`src/rtl/id_ex_stage_pkg.sv`:
```
// Shared core encodings and the D->E control bundle used by the ID/EX pipeline register.
package id_ex_stage_pkg;

    // Writeback (RegWrite) encodings
    localparam logic [2:0] NOREGWRITE = 3'd0;
    localparam logic [2:0] LB         = 3'd1;
    localparam logic [2:0] LH         = 3'd2;
    localparam logic [2:0] LW         = 3'd3;
    localparam logic [2:0] LBU        = 3'd4;
    localparam logic [2:0] LHU        = 3'd5;

    // Branch type encodings
    localparam logic [2:0] NOBRANCH = 3'd0;
    localparam logic [2:0] BEQ      = 3'd1;
    localparam logic [2:0] BNE      = 3'd2;
    localparam logic [2:0] BLT      = 3'd3;
    localparam logic [2:0] BLTU     = 3'd4;
    localparam logic [2:0] BGE      = 3'd5;
    localparam logic [2:0] BGEU     = 3'd6;

    // ALU operation codes
    localparam logic [3:0] ALU_ADD = 4'd3;
    localparam logic [3:0] ALU_SUB = 4'd4;
    localparam logic [3:0] ALU_AND = 4'd9;
    localparam logic [3:0] ALU_OR  = 4'd8;

    typedef struct packed {
        logic       valid;
        logic       jal;
        logic       jalr;
        logic       mem_to_reg;
        logic       load_npc;
        logic       alu_src1;
        logic       pred_taken;
        logic [2:0] reg_write;
        logic [3:0] mem_write;
        logic [1:0] reg_read;
        logic [2:0] branch_type;
        logic [3:0] alu_ctrl;
        logic [1:0] alu_src2;
        logic [4:0] rs1;
        logic [4:0] rs2;
        logic [4:0] rd;
    } ctrl_t;

    // Bubble: a no-op that writes nothing, stores nothing and never branches.
    localparam ctrl_t BUBBLE_CTRL = '{reg_write: NOREGWRITE, branch_type: NOBRANCH, default: '0};

endpackage

```
`src/rtl/id_ex_stage_load_use_detect.sv`:
```
// Load-use hazard detect: a load in EX whose destination is read by the instruction in ID.
module load_use_detect (
    input  logic       valid_e_i,
    input  logic       mem_to_reg_e_i,
    input  logic [4:0] rd_e_i,
    input  logic       valid_d_i,
    input  logic [4:0] rs1_d_i,
    input  logic [4:0] rs2_d_i,
    input  logic [1:0] reg_read_d_i,
    output logic       lu_o
);

    logic rs1_hit, rs2_hit;

    assign rs1_hit = reg_read_d_i[1] & (rs1_d_i == rd_e_i);
    assign rs2_hit = reg_read_d_i[0] & (rs2_d_i == rd_e_i);
    // x0 is never a real producer, so it cannot create a hazard.
    assign lu_o    = valid_e_i & mem_to_reg_e_i & (rd_e_i != 5'd0) & (rs1_hit | rs2_hit) & valid_d_i;

endmodule

```
`src/rtl/id_ex_stage.sv`:
```
// ID/EX pipeline register with load-use bubble insertion and saturating bubble/flush counters.
module id_ex_stage
    import id_ex_stage_pkg::*;
#(
    parameter int XLEN  = 32,
    parameter int CNT_W = 32
) (
    input  logic             clk,
    input  logic             rst,
    input  logic             stall_e,
    input  logic             flush_e,
    input  logic             valid_d,
    input  logic             JalD,
    input  logic             JalrD,
    input  logic             MemToRegD,
    input  logic             LoadNpcD,
    input  logic             AluSrc1D,
    input  logic             PredTakenD,
    input  logic [2:0]       RegWriteD,
    input  logic [3:0]       MemWriteD,
    input  logic [1:0]       RegReadD,
    input  logic [2:0]       BranchTypeD,
    input  logic [3:0]       AluContrlD,
    input  logic [1:0]       AluSrc2D,
    input  logic [4:0]       Rs1D,
    input  logic [4:0]       Rs2D,
    input  logic [4:0]       RdD,
    input  logic [XLEN-1:0]  PCD,
    input  logic [XLEN-1:0]  ImmD,
    input  logic [XLEN-1:0]  RegOut1D,
    input  logic [XLEN-1:0]  RegOut2D,
    output logic             valid_e,
    output logic             JalE,
    output logic             JalrE,
    output logic             MemToRegE,
    output logic             LoadNpcE,
    output logic             AluSrc1E,
    output logic             PredTakenE,
    output logic [2:0]       RegWriteE,
    output logic [3:0]       MemWriteE,
    output logic [1:0]       RegReadE,
    output logic [2:0]       BranchTypeE,
    output logic [3:0]       AluContrlE,
    output logic [1:0]       AluSrc2E,
    output logic [4:0]       Rs1E,
    output logic [4:0]       Rs2E,
    output logic [4:0]       RdE,
    output logic [XLEN-1:0]  PCE,
    output logic [XLEN-1:0]  ImmE,
    output logic [XLEN-1:0]  RegOut1E,
    output logic [XLEN-1:0]  RegOut2E,
    output logic             stall_fd,
    output logic [CNT_W-1:0] bubble_cnt,
    output logic [CNT_W-1:0] flush_cnt
);

    ctrl_t            ctrl_d, ctrl_q;
    logic [XLEN-1:0]  pc_q, imm_q, op1_q, op2_q;
    logic [CNT_W-1:0] bubble_cnt_q, flush_cnt_q;
    logic             lu, load_bubble;

    function automatic logic [CNT_W-1:0] sat_inc(input logic [CNT_W-1:0] c);
        return (&c) ? c : c + CNT_W'(1);
    endfunction

    load_use_detect u_load_use_detect (
        .valid_e_i      (ctrl_q.valid),
        .mem_to_reg_e_i (ctrl_q.mem_to_reg),
        .rd_e_i         (ctrl_q.rd),
        .valid_d_i      (valid_d),
        .rs1_d_i        (Rs1D),
        .rs2_d_i        (Rs2D),
        .reg_read_d_i   (RegReadD),
        .lu_o           (lu)
    );

    // A flushed D slot is wrong-path, so it must not hold IF/ID.
    assign stall_fd = lu & ~flush_e & ~rst;

    always_comb begin
        ctrl_d = '{valid: valid_d, jal: JalD, jalr: JalrD, mem_to_reg: MemToRegD,
                   load_npc: LoadNpcD, alu_src1: AluSrc1D, pred_taken: PredTakenD,
                   reg_write: RegWriteD, mem_write: MemWriteD, reg_read: RegReadD,
                   branch_type: BranchTypeD, alu_ctrl: AluContrlD, alu_src2: AluSrc2D,
                   rs1: Rs1D, rs2: Rs2D, rd: RdD};
        // Hold beats load-use; the bubble lands on the first non-stalled edge.
        load_bubble = rst | flush_e | (~stall_e & lu);
    end

    always_ff @(posedge clk) begin
        if (load_bubble) begin
            ctrl_q <= BUBBLE_CTRL;
            pc_q   <= '0;
            imm_q  <= '0;
            op1_q  <= '0;
            op2_q  <= '0;
        end else if (!stall_e) begin
            ctrl_q <= ctrl_d;
            pc_q   <= PCD;
            imm_q  <= ImmD;
            op1_q  <= RegOut1D;
            op2_q  <= RegOut2D;
        end
    end

    always_ff @(posedge clk) begin
        if (rst) begin
            bubble_cnt_q <= '0;
            flush_cnt_q  <= '0;
        end else if (flush_e) begin
            flush_cnt_q  <= sat_inc(flush_cnt_q);
        end else if (!stall_e && lu) begin
            bubble_cnt_q <= sat_inc(bubble_cnt_q);
        end
    end

    assign valid_e     = ctrl_q.valid;
    assign JalE        = ctrl_q.jal;
    assign JalrE       = ctrl_q.jalr;
    assign MemToRegE   = ctrl_q.mem_to_reg;
    assign LoadNpcE    = ctrl_q.load_npc;
    assign AluSrc1E    = ctrl_q.alu_src1;
    assign PredTakenE  = ctrl_q.pred_taken;
    assign RegWriteE   = ctrl_q.reg_write;
    assign MemWriteE   = ctrl_q.mem_write;
    assign RegReadE    = ctrl_q.reg_read;
    assign BranchTypeE = ctrl_q.branch_type;
    assign AluContrlE  = ctrl_q.alu_ctrl;
    assign AluSrc2E    = ctrl_q.alu_src2;
    assign Rs1E        = ctrl_q.rs1;
    assign Rs2E        = ctrl_q.rs2;
    assign RdE         = ctrl_q.rd;
    assign PCE         = pc_q;
    assign ImmE        = imm_q;
    assign RegOut1E    = op1_q;
    assign RegOut2E    = op2_q;
    assign bubble_cnt  = bubble_cnt_q;
    assign flush_cnt   = flush_cnt_q;

endmodule

```
`config.mk`:
```
export PLATFORM = sky130hd
export DESIGN_NAME = id_ex_stage
export DESIGN_NICKNAME = d
export VERILOG_FILES = /design/src/rtl/id_ex_stage_pkg.sv /design/src/rtl/id_ex_stage_load_use_detect.sv /design/src/rtl/id_ex_stage.sv
export SDC_FILE = /design/constraint.sdc
export NUM_CORES = 1
export LEC_CHECK = 0
export CAP_MARGIN = 40
export CORE_ASPECT_RATIO = 0.7
export CORE_UTILIZATION = 35
export DETAILED_ROUTE_END_ITERATION = 12
export GPL_TIMING_DRIVEN = 0
export HOLD_SLACK_MARGIN = 0.03
export PLACE_DENSITY = 0.69
export SETUP_SLACK_MARGIN = 0.05
export SLEW_MARGIN = 20
export SYNTH_ARGS = -nofsm -noshare
export SYNTH_HDL_FRONTEND = slang
export SYNTH_SLANG_ARGS = --single-unit
```
`constraint.sdc`:
```
create_clock -name clk -period 2.5 [get_ports clk]
set_input_delay 0.25 -clock clk [delete_from_list [all_inputs] [get_ports clk]]
set_output_delay 0.25 -clock clk [all_outputs]
set_load 0.005 [all_outputs]
```
# --- After elaboration in Yosys (flattened, before gate mapping) ---
# Cells that the tools add are included.
op_classes:
  addsub: 2
  eq_ne: 2
  bitwise_logic: 17
  reduce_logical: 7
ops:
  columns: ["operator", "n"]
  rows:
  - ["$add 32x1->32 const B", 2]
  - ["$reduce_and 32->1", 2]
  - ["$eq 5x5->1", 2]
  - ["$and 1x1->1", 9]
  - ["$not 1->1", 5]
  - ["$reduce_bool 5->1", 1]
  - ["$or 1x1->1", 3]
  - ["$reduce_and 3->1", 1]
  - ["$reduce_and 2->1", 1]
  - ["$logic_and 1x1->1", 1]
  - ["$logic_not 1->1", 1]
totals:
  regBits: 232
  inputBits: 172
  output_inout_bits: 233
  wordCells: 50

# --- Longest topological paths before layout ---
# Gate-level depths: netlist (run 1).
logic_depth:
  word_depth: 7
  mapped_depth: 8
  ltp_nobuf: 7

# --- By module ---
# From an unflattened synthesis (run 1), not the netlist that was laid out.
unflattened:
  cells_unflattened: 963
  area_unflattened_um2: 9237.6
by_module_without_submodules:
  columns: ["mod", "instances", "cells_per_inst", "area_per_inst_um2", "seq_area_each_um2"]
  rows:
  - ["id_ex_stage", 1, 946, 9106.2, 4644.5]
  - ["load_use_detect", 1, 17, 131.4, 0.0]

# --- Worst setup path after synthesis (run 1) ---
# No wires, ideal clock.
synth_path:
  kind: "register to register"
  from: "register ctrl_q, in the netlist RdE[4]"
  to: "register bubble_cnt_q[7] (netlist: bubble_cnt[7])"
  setup_time_ns: 0.121
  arrival_time_ns: 1.902
  required_time_ns: 2.379
  path_slack_ns: 0.477
  stages_incl_launch_ff: 8
  n_path_buf: 1
  synth_period_minus_slack_ns: 2.023
  path_cell_list: "dfxtp_1 -> xnor2_1 -> nand4_1 -> o22ai_4 -> nand2_1 -> buf_6 -> nor4_1 -> mux2_2"
synth_between:
  elab_chain_len: 7
  elab_cells_between_ends: 11
  classes_between: "2 x eq/ne; 6 x bitwise; 3 x reduce/logical"
synth_lines:
  columns: ["item", "line", "rtl"]
  rows:
  - ["start, declared", "id_ex_stage.sv:57", "ctrl_t ctrl_d, ctrl_q;"]
  - ["start signal, assigned", "id_ex_stage.sv:98", "ctrl_q <= ctrl_d;"]
  - ["$eq 5x5->1 (on tied branches)", "id_ex_stage_load_use_detect.sv:15, id_ex_stage_load_use_detect.sv:16", null]
  - ["$and 1x1->1 (on tied branches)", "id_ex_stage_load_use_detect.sv:15, id_ex_stage_load_use_detect.sv:16", null]
  - ["$or 1x1->1", "id_ex_stage_load_use_detect.sv:18", "assign lu_o = valid_e_i & mem_to_reg_e_i & (rd_e_i != 5'd0) & (rs1_hit | rs2_hit) & valid_d_i;"]
  - ["$and 1x1->1 (*) (2 in a row)", "id_ex_stage_load_use_detect.sv:18", null]
  - ["$logic_and 1x1->1 (*)", "id_ex_stage.sv:112", "end else if (!stall_e && lu) begin"]
  - ["$reduce_and 3->1 (no source line) (*)", null, null]
  - ["end signal, assigned", "id_ex_stage.sv:113", "bubble_cnt_q <= sat_inc(bubble_cnt_q);"]
  - ["end, declared", "id_ex_stage.sv:59", "logic [CNT_W-1:0] bubble_cnt_q, flush_cnt_q;"]
# Every way passes the cells marked *; elsewhere a longest branch is shown, timed or not.
# A chain may end at the register's enable or synchronous reset.

# --- Final worst setup path (run 1) ---
# Ends and elaborated chain as after synthesis.

==> flow_summary.yaml, run 1 <==
outcome:
  outcome: "completed"
grt:
  grt_pass1_vias: 8009
  grt_max_degree: 14
  grtUsageTotal: 0.208
  grt_antenna_before_repair: 2
  grt_pass1_wl_mm: 44.4
  grt_overflow_total: 0
floorplan:
  die_area_sq_mm: 0.0270
  initial_utilization: 0.358
  die_w_um: 196
  fp.dieH_um: 138
  top_level_ports: 405
  core_area_sq_mm: 0.0257
  rows: 49
logic_synthesis:
  synthFlopType: "dfxtp_1"
  synth_edf_count: 0
  yosysSeqAreaShare: 0.504
  synth-seq-cells: 232
  synth_top_area_share: 0.504
  yosysWarnings: 0
  syn-instance-count: 945
  syn-num-nets: 1119
  yosysTopAreaCell: "dfxtp_1"
  synthTopCellsByArea: "dfxtp_1 50%, mux2i_1 18%, nor2_1 8.8%"
  postSynthAreaPerCell_sq_um: 9.75
  synthArstFlopShare: 0
  ys_types: 45
  syn_area_sq_mm: 0.00921
sta:
  final-hold-violation-count: 0
  slew_violations: 0
  rsz0062_at_grt: "yes"
  clock.fmax_ghz: 0.431
  relSlewSlack: 0.440
  worst_pin_slew_ns: 0.839
  min_period_ns: 2.32
  clock_skew_ns: 0.0128
  fin_tns_setup_ns: 0
  period_share: 0.929
  setup_violations: 0
placed_design:
  io_buffer_count: 401
  post-place-cells: 1677
  dp_hpwl_mm: 22.4
  place_congestion: 0.855
final_layout:
  layout-drive-gt1-share: 0.0676
  fin_cells: 1722
  fin_nets: 1548
  postLayoutCoreUtil: 0.564
  syn_to_final_growth_pct: 57.8
critical_path:
  cpPeakStageDelay_ns: 0.41
  critPathLaunchType: "flip-flop"
  cp.required_ns: 2.90
  setup.worst_path.class: "reg2reg"
  rr_endpoint: "bubble_cnt[7]$_SDFFE_PP0P_"
  end_kind: "flip-flop"
  path_cells: "xnor2_1 > nand4_1 > o22ai_4 > buf_4 > nand2_2 > buf_6 > nor4_2 > mux2_2"
  cp.arrival_ns: 2.72
  reg2reg_slack_ns: 0.18
  slowest_stage: "dfxtp_2"
  reg2regPathDepth: 8
  r2r_start: "RdE[4]$_SDFFE_PP0N_"
  path_max_fanout: 10
min_path:
  min_path_type: "in2reg"
  whs_path_depth: 3
  hp-start: "flush_e"
  min_to: "flush_cnt[2]$_SDFFE_PP0P_"
clocking:
  root_buffer: "clkbuf_16"
  cts_sinks: 232
  htreeDepth: 1
  max-clock-path-buffers: 3
  clock_latency_ns: 0.52
  cts_tree: "built"
  cts_hold_buf: 0
  cts-buffers-inserted: 24
  clk_pin_slew_ns: 0.06
routing:
  via_per_inst: 4.82
  drc: 0
  firstDrtPassIters: 6
  drt_first_iter_violations: 424
  vias: 8301
  wirelength_mm: 29.4
  avgRoutedWirePerCell_um: 17.1
  drtAntennaViolNets: 0
flow_run:
  drv_cap: 0
power_and_ir_drop:
  ir_drop_mv: 0.447
  leakagePower_nw: 5.57
  power-per-cell-area_mw_per_mm2: 573
==> power breakdown <==
| part | internal (mW) | switching (mW) |
|---|---|---|
| clock network | 2.09 | 1.51 |
| logic | 0.547 | 0.335 |
| registers | 3.79 | 0.0543 |
==> cell families after synthesis <==
family / after synthesis / synth area share
simple gates: 372 / 0.192
mux: 174 / 0.190
flops: 232 / 0.504
xor+xnor: 37 / 0.0352
compound gates: 67 / 0.0469
buf+inv: 61 / 0.0295
fa+ha+maj: 2 / 0.00272
==> layer usage <==
layer  GRT usage  vias up  share of wire
met4      0.0543        2          0.021
li1            -     4146              -
met3      0.0732       45          0.085
met1       0.258     3841           0.43
met5           0        -        0.00027
met2       0.345      267           0.47
==> area by class of cell <==
class	instances	area, sq um
Antenna cell	1	2.50
Buffer	52	239
Clock buffer	33	674
Clock inverter	9	109
Fill cell	2298	11200
Inverter	9	33.8
Multi-Input combinational cell	652	4390
Sequential cell	232	4650
Tap cell	331	414
Timing Repair Buffer	403	4020
==> through the flow <==
step | worst slack [ns] | hold slack [ns] | area, sq um | power, mW
6_report | 0.178 | 0.191 | 14500 | 8.33
5_1_grt | 0.0459 | 0.203 | 14500 | 8.66
4_1_cts | 0.0753 | 0.142 | 14500 | 8.44
3_5_place_dp | -0.795 | 0.486 | 13600 | 4.80
3_3_place_gp | -0.769 | 0.473 | 13600 | 4.79
2_1_floorplan | 0.477 | 0.394 | 9210 | 4.25
==> timing repair <==
item,CTS,global route
pin swaps,2,4
resized for setup,11,14
setup buffers,2,0
endpoints found under the setup margin,170,127
==> worst max-delay path by stage <==
| stage | start | endpoint | slack (ns) | cells past startpoint |
|---|---|---|---|---|
| final | RdE[4]$_SDFFE_PP0N_ | bubble_cnt[7]$_SDFFE_PP0P_ | 0.18 | 8 |
| after global routing | bubble_cnt[14]$_SDFFE_PP0P_ | bubble_cnt[9]$_SDFFE_PP0P_ | 0.05 | 6 |
| after CTS | RdE[2]$_SDFFE_PP0N_ | bubble_cnt[7]$_SDFFE_PP0P_ | 0.08 | 8 |
| after detailed placement | Rs2D[0] | ImmE[23]$_SDFFE_PP0N_ | -0.79 | 9 |
| after global placement | Rs2D[4] | ImmE[22]$_SDFFE_PP0N_ | -0.77 | 9 |
| after floorplan | RdE[4]$_SDFFE_PP0N_ | bubble_cnt[7]$_SDFFE_PP0P_ | 0.48 | 7 |
==> registers in the layout (all words and copies together), names as in the netlist, 4 cells and up <==
register / cells
AluContrlE: 4
ImmE: 32
MemWriteE: 4
PCE: 32
RdE: 5
RegOut1E: 32
RegOut2E: 32
Rs1E: 5
Rs2E: 5
bubble_cnt: 32
flush_cnt: 32
==> Yosys cell counts, types with 2 or more instances <==
cell type / count
nand2b_1: 2
nor4_1: 4
a311oi_1: 2
and3_1: 5
buf_2: 16
nor2b_1: 5
or4_1: 12
nand4_1: 15
and2_1: 4
mux2_2: 5
nor2_1: 216
nand2_1: 28
or3_1: 16
nor3b_1: 2
and4_4: 2
nand3_1: 28
a41oi_1: 3
o31ai_1: 13
buf_6: 3
ha_1: 2
nor3_1: 14
clkbuf_1: 33
mux2i_1: 169
a31oi_1: 2
xor2_1: 12
nor3_2: 3
o21ai_0: 13
and4_1: 9
xnor2_1: 25
a21oi_1: 27
inv_1: 9
dfxtp_1: 232
a21o_1: 2
==> cells in the final DEF (no fill, tap or decap), drive strengths merged, types with 2 or more instances in the layout <==
| master | Yosys | layout |
|---|---|---|
| clkinv | 0 | 6 |
| nand3 | 28 | 28 |
| or3 | 16 | 16 |
| dfxtp | 232 | 232 |
| nand2 | 28 | 28 |
| xor2 | 12 | 12 |
| o31ai | 13 | 13 |
| mux2i | 169 | 169 |
| nand2b | 2 | 2 |
| ha | 2 | 2 |
| mux2 | 5 | 5 |
| or4 | 12 | 12 |
| clkbuf | 33 | 67 |
| and3 | 5 | 5 |
| nor3b | 2 | 2 |
| nor2 | 216 | 216 |
| and4 | 11 | 11 |
| inv | 9 | 9 |
| a21o | 2 | 2 |
| nand4 | 16 | 16 |
| a31oi | 2 | 2 |
| o21ai | 14 | 14 |
| nor3 | 17 | 17 |
| buf | 19 | 21 |
| nor4 | 5 | 5 |
| nor2b | 5 | 5 |
| a41oi | 3 | 3 |
| xnor2 | 25 | 25 |
| and2 | 4 | 4 |
| a21oi | 27 | 27 |
| clkdlybuf4s50 | 0 | 400 |
| bufinv | 0 | 2 |
| a311oi | 2 | 2 |
==> critical path, delay by kind of cell, from the launching register on <==
kind / cells / cell delay (ns)
AO/OA/AOI/OAI: 1 / 0.27
XOR/XNOR: 1 / 0.15
buffers and inverters: 2 / 0.38
flip-flops: 1 / 0.41
multiplexers: 1 / 0.36
AND/OR/NAND/NOR: 3 / 0.61
No activity file was read; power rests on OpenSTA's default activity.
==> inputs of run 2 (changes only) <==
- DONT_BUFFER_PORTS: unset -> 1
- PLACE_DENSITY: 0.69 -> unset
==> run 2 against run 1 <==
Final cell count shrank 13%; clock power grew 4%; sequential share of layout area grew 5.8 points; core utilization shrank 8.7 points; global-route usage shrank 1.0 points; non-clock buffer count shrank 226; largest power group unchanged; hold slack lost 0.011 ns; first-iteration DRC count shrank 11%; sequential power grew 1%; highest routed layer is now met4; clock skew shrank 0.0022 ns; total power shrank 0.41%.
==> flow_summary.yaml, run 2 (synthesized netlist as in run 1, its figures left out) <==
routing:
  drtAntennaViolNets: 0
  firstDrtPassIters: 5
  drt_first_iter_violations: 377
  via_per_inst: 5.11
  avgRoutedWirePerCell_um: 19.1
  vias: 7656
  wirelength_mm: 28.5
  drc: 0
clocking:
  clock_latency_ns: 0.52
  htreeDepth: 1
  max-clock-path-buffers: 3
  cts_sinks: 232
  clk_pin_slew_ns: 0.06
  cts_tree: "built"
  cts-buffers-inserted: 24
  root_buffer: "clkbuf_16"
critical_path:
  reg2reg_slack_ns: 0.12
  critPathLaunch: "RdE[3]$_SDFFE_PP0N_"
  cp.arrival_ns: 2.79
  path_cells: "xnor2_1 > nand4_1 > o22ai_4 > nand2_2 > buf_6 > nor4_2 > mux2_2"
  cp.required_ns: 2.91
  critPathLaunchType: "flip-flop"
  r2r_start: "RdE[3]$_SDFFE_PP0N_"
  path_max_fanout: 10
  crit_buf_inv: 1
  rr_endpoint: "bubble_cnt[7]$_SDFFE_PP0P_"
  slowest_stage: "dfxtp_1"
  cpPeakStageDelay_ns: 0.46
  end_kind: "flip-flop"
  crit_family: "simple AND/OR/NAND/NOR gates"
  setup.worst_path.class: "reg2reg"
  cp.depth: 7
  reg2regPathDepth: 7
  critPathCapture: "bubble_cnt[7]$_SDFFE_PP0P_"
power_and_ir_drop:
  leakagePower_nw: 4.87
  power-per-cell-area_mw_per_mm2: 675
  ir_drop_mv: 0.608
  total_power_mw: 8.30
min_path:
  min_path_type: "in2reg"
  hp-start: "flush_e"
final_layout:
  final_common_cell: "dfxtp_1"
  final_cell_mix: "228 x dfxtp_1, 213 x nor2_1, 169 x mux2i_1"
  design_area_sq_mm: 0.0123
  syn_to_final_growth_pct: 33.5
  fin_nets: 1322
  layout-drive-gt1-share: 0.0851
placed_design:
  place_congestion: 0.804
  place_area_sq_mm: 0.00965
  dp_hpwl_mm: 19.3
  io_buffer_count: 0
sta:
  period_share: 0.952
  worst_pin_slew_ns: 0.803
  rsz0062_at_grt: "no"
  setup_violations: 0
  slew_violations: 0
  min_period_ns: 2.38
  relSlewSlack: 0.460
  final-hold-violation-count: 0
  clock_skew_ns: 0.0106
  clock.fmax_ghz: 0.420
grt:
  grt_overflow_total: 0
  grt_antenna_before_repair: 2
  grtUsageTotal: 0.198
  grt_pass1_wl_mm: 42.2
  grt_pass1_vias: 7752
  grt_max_degree: 15
floorplan:
  fp.dieH_um: 138
  die_area_sq_mm: 0.0270
  core_area_sq_mm: 0.0257
  top_level_ports: 405
  die_w_um: 196
  initial_utilization: 0.358
  rows: 49
flow_run:
  drv_cap: 0
outcome:
  outcome: "completed"
-- run 2: cell count changes in the layout (fill, tap and decap cells not counted), sizes merged --
cell	before	now
clkdlybuf4s50	400	0
dlygate4sd3	0	168
buf	21	25
clkbuf	67	70
clkinv	6	4
bufinv	2	3
diode	1	2
-- run 2: report_power, final --
part	leakage [nW]	internal, mW	total, mW	switching (mW)
combinational	2.58	0.359	0.659	0.300
clock	0.401	2.25	3.76	1.51
sequential	1.89	3.79	3.88	0.0926
total	4.87	6.40	8.30	1.90
-- run 2: worst min-delay path: cells and delay by family --
kind	cells	cell delay [ns]
compound gates	1	0.17
buf+inv	1	0.18
simple gates	1	0.05
-- run 2: area by class of cell --
cell class                 count  area [sq um]
antenna                        2          5.00
buffer                        52           260
clock buffer                  34           699
clock inverter                 8           118
fill                        2340         13400
inverter                       9          33.8
multi-input combinational    652          4360
sequential                   232          4650
tap                          331           414
timing repair buffer         177          1760
-- run 2: what timing repair did --
item                                    in CTS  in global routing
hold buffers                               168                  0
resized for setup                            9                 22
endpoints found under the setup margin     134                113
buffers inserted                             1                  3
endpoints found under the hold margin      168                  0
pin swaps                                    2                  2
-- run 2: stage by stage --
| step | worst slack [ns] | hold WS, ns | utilization | cells | setup TNS [ns] |
|---|---|---|---|---|---|
| detailed placement | -0.353 | 0.403 | 0.375 | 1278 | -29.27 |
| floorplan | 0.477 | 0.394 | - | 945 | 0 |
| global placement | -0.505 | 0.395 | 0.374 | 1276 | -56.21 |
| finish | 0.120 | 0.180 | 0.478 | 1497 | 0 |
| CTS | 0.0583 | 0.139 | 0.473 | 1489 | 0 |
| global route | 0.0419 | 0.186 | 0.478 | 1497 | 0 |
-- run 2: worst min-delay path by stage --
stage | endpoint | slack (ns) | cells past startpoint
final | flush_cnt[2]$_SDFFE_PP0P_ | 0.18 | 3
after global routing | flush_cnt[2]$_SDFFE_PP0P_ | 0.19 | 3
after CTS | flush_cnt[2]$_SDFFE_PP0P_ | 0.14 | 3
after detailed placement | PredTakenE$_SDFFE_PP0N_ | 0.40 | 2
after global placement | BranchTypeE[2]$_SDFFE_PP0N_ | 0.39 | 2
after floorplan | AluContrlE[0]$_SDFFE_PP0N_ | 0.39 | 2
-- run 2: metal layers --
layer | share of wire | track usage | vias to the layer above
met2 | 0.49 | 0.339 | 280
li1 | - | - | 3692
met3 | 0.089 | 0.0754 | 66
met4 | 0.032 | 0.0720 | 0
met1 | 0.39 | 0.225 | 3618
met5 | 0 | 0 | -
